===== config.mk =====
export PLATFORM = sky130hd
export DESIGN_NAME = mem_sram_controller
export DESIGN_NICKNAME = d
export VERILOG_FILES = /design/src/rtl/mem_sram_controller_pkg.sv /design/src/rtl/mem_sram_controller.sv
export SDC_FILE = /design/constraint.sdc
export NUM_CORES = 1
export LEC_CHECK = 0
export ABC_AREA = 0
export CAP_MARGIN = 20
export CORE_UTILIZATION = 50
export DETAILED_ROUTE_END_ITERATION = 12
export GPL_TIMING_DRIVEN = 0
export PLACE_DENSITY_LB_ADDON = 0.3
export SYNTH_ARGS = -nofsm -noshare
export SYNTH_HDL_FRONTEND = slang
export SYNTH_SLANG_ARGS = --single-unit

===== constraint.sdc =====
create_clock -name clk -period 5.4 [get_ports clk]
set_input_delay 1.62 -clock clk [delete_from_list [all_inputs] [get_ports clk]]
set_output_delay 1.62 -clock clk [all_outputs]
set_load 0.01 [all_outputs]

===== src/rtl/mem_sram_controller_pkg.sv =====
// Shared definitions for the memory-stage SRAM controller.
//   - FSM state encoding for the two-halfword transfer sequencer
//   - SRAM geometry (18-bit halfword address, 16-bit data)
//   - default base address of data memory and the word-index helper
package mem_sram_controller_pkg;

    localparam int          SRAM_AW           = 18;
    localparam int          SRAM_DW           = 16;
    localparam int          WORD_IDX_W        = SRAM_AW - 1;
    localparam logic [31:0] DEFAULT_BASE_ADDR = 32'd1024;

    typedef enum logic [1:0] {
        ST_IDLE = 2'd0,
        ST_LOW  = 2'd1,
        ST_HIGH = 2'd2,
        ST_DONE = 2'd3
    } sram_state_t;

    // Word index inside data memory; the halfword address appends the half-select bit.
    function automatic logic [WORD_IDX_W-1:0] word_index(input logic [31:0] address,
                                                          input logic [31:0] base_addr);
        return WORD_IDX_W'((address - base_addr) >> 2);
    endfunction

endpackage


===== src/rtl/mem_sram_controller.sv =====
// Memory-stage controller for a 16-bit asynchronous SRAM.
// Splits each 32-bit load/store into a low and a high halfword access, each held
// on the pins for WAIT_CYCLES+1 cycles, and holds ready low so the pipeline
// freezes until the word completes.
//
// Ports
//   clk, rst          clock, synchronous active-high reset
//   rd_en, wr_en      load / store request from execute (write wins if both)
//   address           byte address, word aligned, offset by BASE_ADDR
//   write_data        store data
//   read_data         loaded word, registered, updated on entry to DONE
//   ready             1 = no transfer pending
//   sram_addr         halfword address {word_index, half}
//   sram_dq_out       write data to the pad
//   sram_dq_in        read data from the pad
//   sram_dq_oe        pad output enable (tristate assembled at board top)
//   sram_we_n         write strobe, active low
//
// state | meaning
// ------+----------------------------------------------------------
// IDLE  | waiting for a request; request is latched on the way out
// LOW   | low halfword (bits 15:0) on the pins for WAIT_CYCLES+1 cycles
// HIGH  | high halfword (bits 31:16) on the pins for WAIT_CYCLES+1 cycles
// DONE  | one cycle with ready high; pipeline advances on this edge
module mem_sram_controller
    import mem_sram_controller_pkg::*;
#(
    parameter logic [31:0] BASE_ADDR   = DEFAULT_BASE_ADDR,
    parameter int          WAIT_CYCLES = 1
) (
    input  logic               clk,
    input  logic               rst,
    input  logic               rd_en,
    input  logic               wr_en,
    input  logic [31:0]        address,
    input  logic [31:0]        write_data,
    output logic [31:0]        read_data,
    output logic               ready,
    output logic [SRAM_AW-1:0] sram_addr,
    output logic [SRAM_DW-1:0] sram_dq_out,
    input  logic [SRAM_DW-1:0] sram_dq_in,
    output logic               sram_dq_oe,
    output logic               sram_we_n
);

    localparam int WCW = (WAIT_CYCLES > 0) ? $clog2(WAIT_CYCLES + 1) : 1;
    localparam logic [WCW-1:0] WAIT_LAST = WCW'(WAIT_CYCLES);

    sram_state_t             state;
    logic [WCW-1:0]          wait_cnt;
    logic                    op_write;
    logic [WORD_IDX_W-1:0]   word_idx;
    logic [31:0]             wdata_q;
    logic [SRAM_DW-1:0]      rbuf_lo;

    logic [WORD_IDX_W-1:0]   word_idx_in;
    logic                    in_half;
    logic                    half_last;
    logic                    req;

    assign req         = rd_en | wr_en;
    assign word_idx_in = word_index(address, BASE_ADDR);
    assign in_half     = (state == ST_LOW) || (state == ST_HIGH);
    assign half_last   = (wait_cnt == WAIT_LAST);

    assign ready      = !in_half && !((state == ST_IDLE) && req);
    assign sram_dq_oe = in_half && op_write;
    assign sram_we_n  = !(in_half && op_write);

    always_ff @(posedge clk) begin
        if (rst) begin
            state       <= ST_IDLE;
            wait_cnt    <= '0;
            op_write    <= 1'b0;
            word_idx    <= '0;
            wdata_q     <= '0;
            rbuf_lo     <= '0;
            read_data   <= '0;
            sram_addr   <= '0;
            sram_dq_out <= '0;
        end else begin
            case (state)
                ST_IDLE: begin
                    if (req) begin
                        op_write  <= wr_en;
                        word_idx  <= word_idx_in;
                        wdata_q   <= write_data;
                        sram_addr <= {word_idx_in, 1'b0};
                        if (wr_en) begin
                            sram_dq_out <= write_data[15:0];
                        end
                        wait_cnt <= '0;
                        state    <= ST_LOW;
                    end
                end
                ST_LOW: begin
                    if (half_last) begin
                        if (!op_write) begin
                            rbuf_lo <= sram_dq_in;
                        end else begin
                            sram_dq_out <= wdata_q[31:16];
                        end
                        sram_addr <= {word_idx, 1'b1};
                        wait_cnt  <= '0;
                        state     <= ST_HIGH;
                    end else begin
                        wait_cnt <= wait_cnt + 1'b1;
                    end
                end
                ST_HIGH: begin
                    if (half_last) begin
                        // read_data only moves when a load finishes; stores leave it alone.
                        if (!op_write) begin
                            read_data <= {sram_dq_in, rbuf_lo};
                        end
                        wait_cnt <= '0;
                        state    <= ST_DONE;
                    end else begin
                        wait_cnt <= wait_cnt + 1'b1;
                    end
                end
                default: begin
                    wait_cnt <= '0;
                    state    <= ST_IDLE;
                end
            endcase
        end
    end

endmodule


Yosys cells after proc, flatten, opt, wreduce, memory -nomap -nowiden
Cells that the tools add are included.

word-level totals
  output and inout bits = 69
  register bits = 135

cells by class
  add/sub/neg operators = 2
  bitwise logic cells = 2
  reduce and logical (&&, ||, !) cells = 16
  mux-type cells = 15
  equality and inequality tests = 7

operators with widths
  kind                    count
  $mux 16                 4
  $mux 18                 2
  $pmux 18 s2             1
  $pmux 16 s2             1
  $sub 19x11->19 const B  1
  $reduce_and 3->1        4
  $ne 2x2->1 const B      5
  $mux 2                  3
  $pmux 2 s3              1
  $reduce_and 5->1        1
  $logic_and 1x1->1       3
  $logic_not 1->1         3
  $eq 2x1->1 const B      1
  $eq 2x2->1 const B      1
  $logic_not 2->1         1
  $mux 1                  2
  $pmux 1 s2              1
  $reduce_and 2->1        1
  $reduce_bool 2->1       1
  $reduce_or 2->1         1
  $add 1x1->1 const B     1
  $logic_or 1x1->1        1
  $not 1->1               1
  $or 1x1->1              1

Longest topological paths before layout
  depth in word-level cells = 4
  gate-level depth with buffers = 9

Worst setup path after synthesis
No wires, ideal clock.

  kind = in2out
  start = input port wr_en
  end = output port ready
  arrival = 2.232 ns
  cell stages on the path = 3
  path slack = 1.548 ns
  required time = 3.780 ns
  cell sequence = o21a_1 buf_1 nor2_1

on the way
  word-level cells in the longest chain between the ends = 4

RTL lines
  what                line                       RTL
  start: declaration  mem_sram_controller.sv:34  input logic wr_en,
  $or 1x1->1          mem_sram_controller.sv:61  assign req = rd_en | wr_en;
  $logic_and 1x1->1   mem_sram_controller.sv:66  assign ready = !in_half && !((state == ST_IDLE) && req);
  $logic_not 1->1     mem_sram_controller.sv:66
  $logic_and 1x1->1   mem_sram_controller.sv:66
  end: declaration    mem_sram_controller.sv:38  output logic ready,

Every way passes these cells.

Final worst setup path
Ends and elaborated chain as after synthesis.

==> flow_summary.ini <==
[final_layout]
fillers = 680
nets = 811
finish.utilization = 0.7437
drive_above_1_share = 0.07347
final_cell_area_um2 = 6839
multi_input_area_um2 = 2151
final_cell_mix = nand2_1, clkdlybuf4s50_1, dfxtp_1
layout_commonest_cell = nand2_1
diodes = 0
final_cells = 846
syn_to_final_growth_pct = 44.15
seqCellArea_um2 = 2382

[worst_setup_path]
crit_family = buffers and inverters
critPathBufInv = 3
cp_slowest_cell = clkdlybuf4s50_1
critPathKind = in -> out
worstPathArrival_ns = 3.54
cp_slowest_stage_delay_ns = 0.59
cp-start-kind = primary input
worstPathMaxFanout = 10
path_common_cell = clkdlybuf4s50_1
cp-end-kind = output port
worstPathRequired_ns = 3.78
crit_chain = clkdlybuf4s50_1 > o21a_1 > buf_1 > nor2_1 > clkdlybuf4s50_1
r2r_cells = 7
cp.depth = 5

[drt]
vias = 4489
antenna_left = 0
route.detailed.drc = 0
drt-initial-drc-count = 203
drt-vias-per-instance = 5.306
firstDrtPassIters = 5
detail_route.wl_per_cell_um = 15.02
finalWirelength_um = 12710

[clock_tree]
clkLatencyLatePin_ns = 0.51
cts.sink_count = 119
ctsResizeCount = 0
htree_levels = 4
numCtsBuffers = 17
cts_tree = built
cts_setup_buffers = 0
root_buffer = clkbuf_8
hold_buffers = 0
path_clk_slew_ns = 0.06
ctsLongestPathBuffers = 2

[timing]
slew_viol_final = 0
fmax_mhz = 193.6
period_needed_ns = 5.164
setup_slack_ns = 0.2360
fin_skew_ns = 0.01045
worst_pin_slew_ns = 0.7270
hold_ws_ns = 0.4487
post-route-period-util = 0.9563
slew_headroom = 0.5121
hold_violations = 0
finalSetupViolCount = 0
rsz0062_at_grt = false
tns_ns = 0

[floorplan]
coreArea_um2 = 9196
io_pins = 153
die_height_um = 99.41
rows = 35
initial_core_util = 0.5159
die_w_um = 99.41
die_area_um2 = 9882

[pwr]
p_leak_nw = 2.491
vdd_drop_max_mv = 0.3901
powerDensity_nw_per_um2 = 517.9
p_total_mw = 3.542

[worst_hold_path]
hold_path.class = reg -> reg
worstHoldPathCells = 2

[global_route]
grt_pass1_wl_um = 20780
antenna_found_initial = 0
grt_max_degree = 17
grt.overflow.total = 0
grt_usage = 0.2684
grt_pass1_vias = 4464

[synthesis]
synth-warning-count = 0
synth-seq-area-share = 0.5021
syn-cell-area_um2 = 4745
syn_nets = 656
yosysUniqueCellTypes = 39
avgSynthCellArea_um2 = 8.368
synthCells = 567
ys_seq_elements = 119

[flow_run]
maxCapViolCount = 0

[place]
pre_cts_ws_ns = 0.2427
place_area_um2 = 6245
dp_hpwl_um = 9066
place.port_buffers = 136
gp_congestion = 0.8103
dpl.cell_count = 814

[status]
status = complete, no violations
sequential cells by signal, summed over array words and instances, names as in the netlist, 2 cells and up:
name         cells
read_data       32
sram_addr       18
word_idx        17
rbuf_lo         16
sram_dq_out     16
wdata_q         16
state            2
path summary, 6_finish.rpt:
kind                                              endpoint  slack (ns)                    start
worst max-delay path                                 ready        0.24                    wr_en
worst min-delay path             read_data[4]$_SDFFE_PP0P_        0.45  rbuf_lo[4]$_SDFFE_PP0P_
worst max register to register  sram_addr[16]$_SDFFE_PP0P_        3.36    state[0]$_SDFFE_PP0P_
worst min register to register   read_data[4]$_SDFFE_PP0P_        0.45  rbuf_lo[4]$_SDFFE_PP0P_
cell usage after synthesis:
cell type	number	area share
or2_1	1	0.0013
nand3b_1	4	0.0063
o21bai_1	1	0.0016
mux2i_1	27	0.057
or3_1	2	0.0026
nor3_1	8	0.0084
a21oi_2	1	0.0018
nor3b_1	2	0.0032
and2b_1	1	0.0016
o21ai_0	4	0.0042
o211ai_1	1	0.0016
a21oi_1	80	0.084
o221ai_1	1	0.0018
nor2_1	45	0.036
buf_4	3	0.0047
o21a_1	2	0.0032
or3_4	1	0.0024
buf_6	1	0.0024
nand2_1	161	0.13
buf_2	10	0.011
buf_1	8	0.0063
xnor2_1	5	0.0092
and2_1	2	0.0026
a211o_1	2	0.0037
o21ai_1	1	0.0011
and3b_1	1	0.0018
ha_1	5	0.013
clkbuf_1	20	0.016
nand4b_1	2	0.0037
nor4_4	1	0.0045
dfxtp_1	119	0.50
inv_1	6	0.0047
nand2b_1	2	0.0026
a21boi_0	1	0.0016
o41ai_2	2	0.0069
nor3b_2	2	0.0053
a211oi_1	29	0.046
a22oi_1	1	0.0016
a211oi_2	2	0.0053
worst min-delay path, delay by kind of cell (launching register included):
family | cells | cell delay [ns]
AOI/OAI and AO/OA | 1 | 0.05
DFF | 1 | 0.31
and+or+nand+nor | 1 | 0.05
routing by layer:
| metal | vias to the layer above | track usage | wire (um) |
|---|---|---|---|
| met3 | 22 | 0.08784 | 1101 |
| met5 | - | 0 | 0 |
| met4 | 0 | 0.09615 | 223 |
| met1 | 2090 | 0.3009 | 5080 |
| li1 | 2212 | - | - |
| met2 | 165 | 0.4760 | 6301 |
kinds of logic (layout without fill, tap and decap cells):
logic type,Yosys count,count (layout),share of synthesized area
and+or+nand+nor,235,235,0.2094
AOI/OAI and AO/OA,128,128,0.1646
DFF,119,119,0.5021
buffers and inverters,48,216,0.04457
muxes,27,27,0.05696
adders and majority gates,5,5,0.01319
xor gates and xnor gates,5,5,0.009230
where the power goes:
group	switching, mW	leakage, nW	internal (mW)
Combinational	0.677	1.23	0.557
Sequential	0.110	0.974	1.07
Clock	0.416	0.286	0.707
Total	1.20	2.49	2.34
cell type report:
cell class | instances | area share
Sequential cell | 119 | 0.3483
Tap cell | 111 | 0.02031
Buffer | 42 | 0.02763
Timing Repair Buffer | 136 | 0.1990
Inverter | 6 | 0.003293
Multi-Input combinational cell | 400 | 0.3145
Clock buffer | 18 | 0.06111
Clock inverter | 14 | 0.02580
Power figures use the tool's default switching activity.
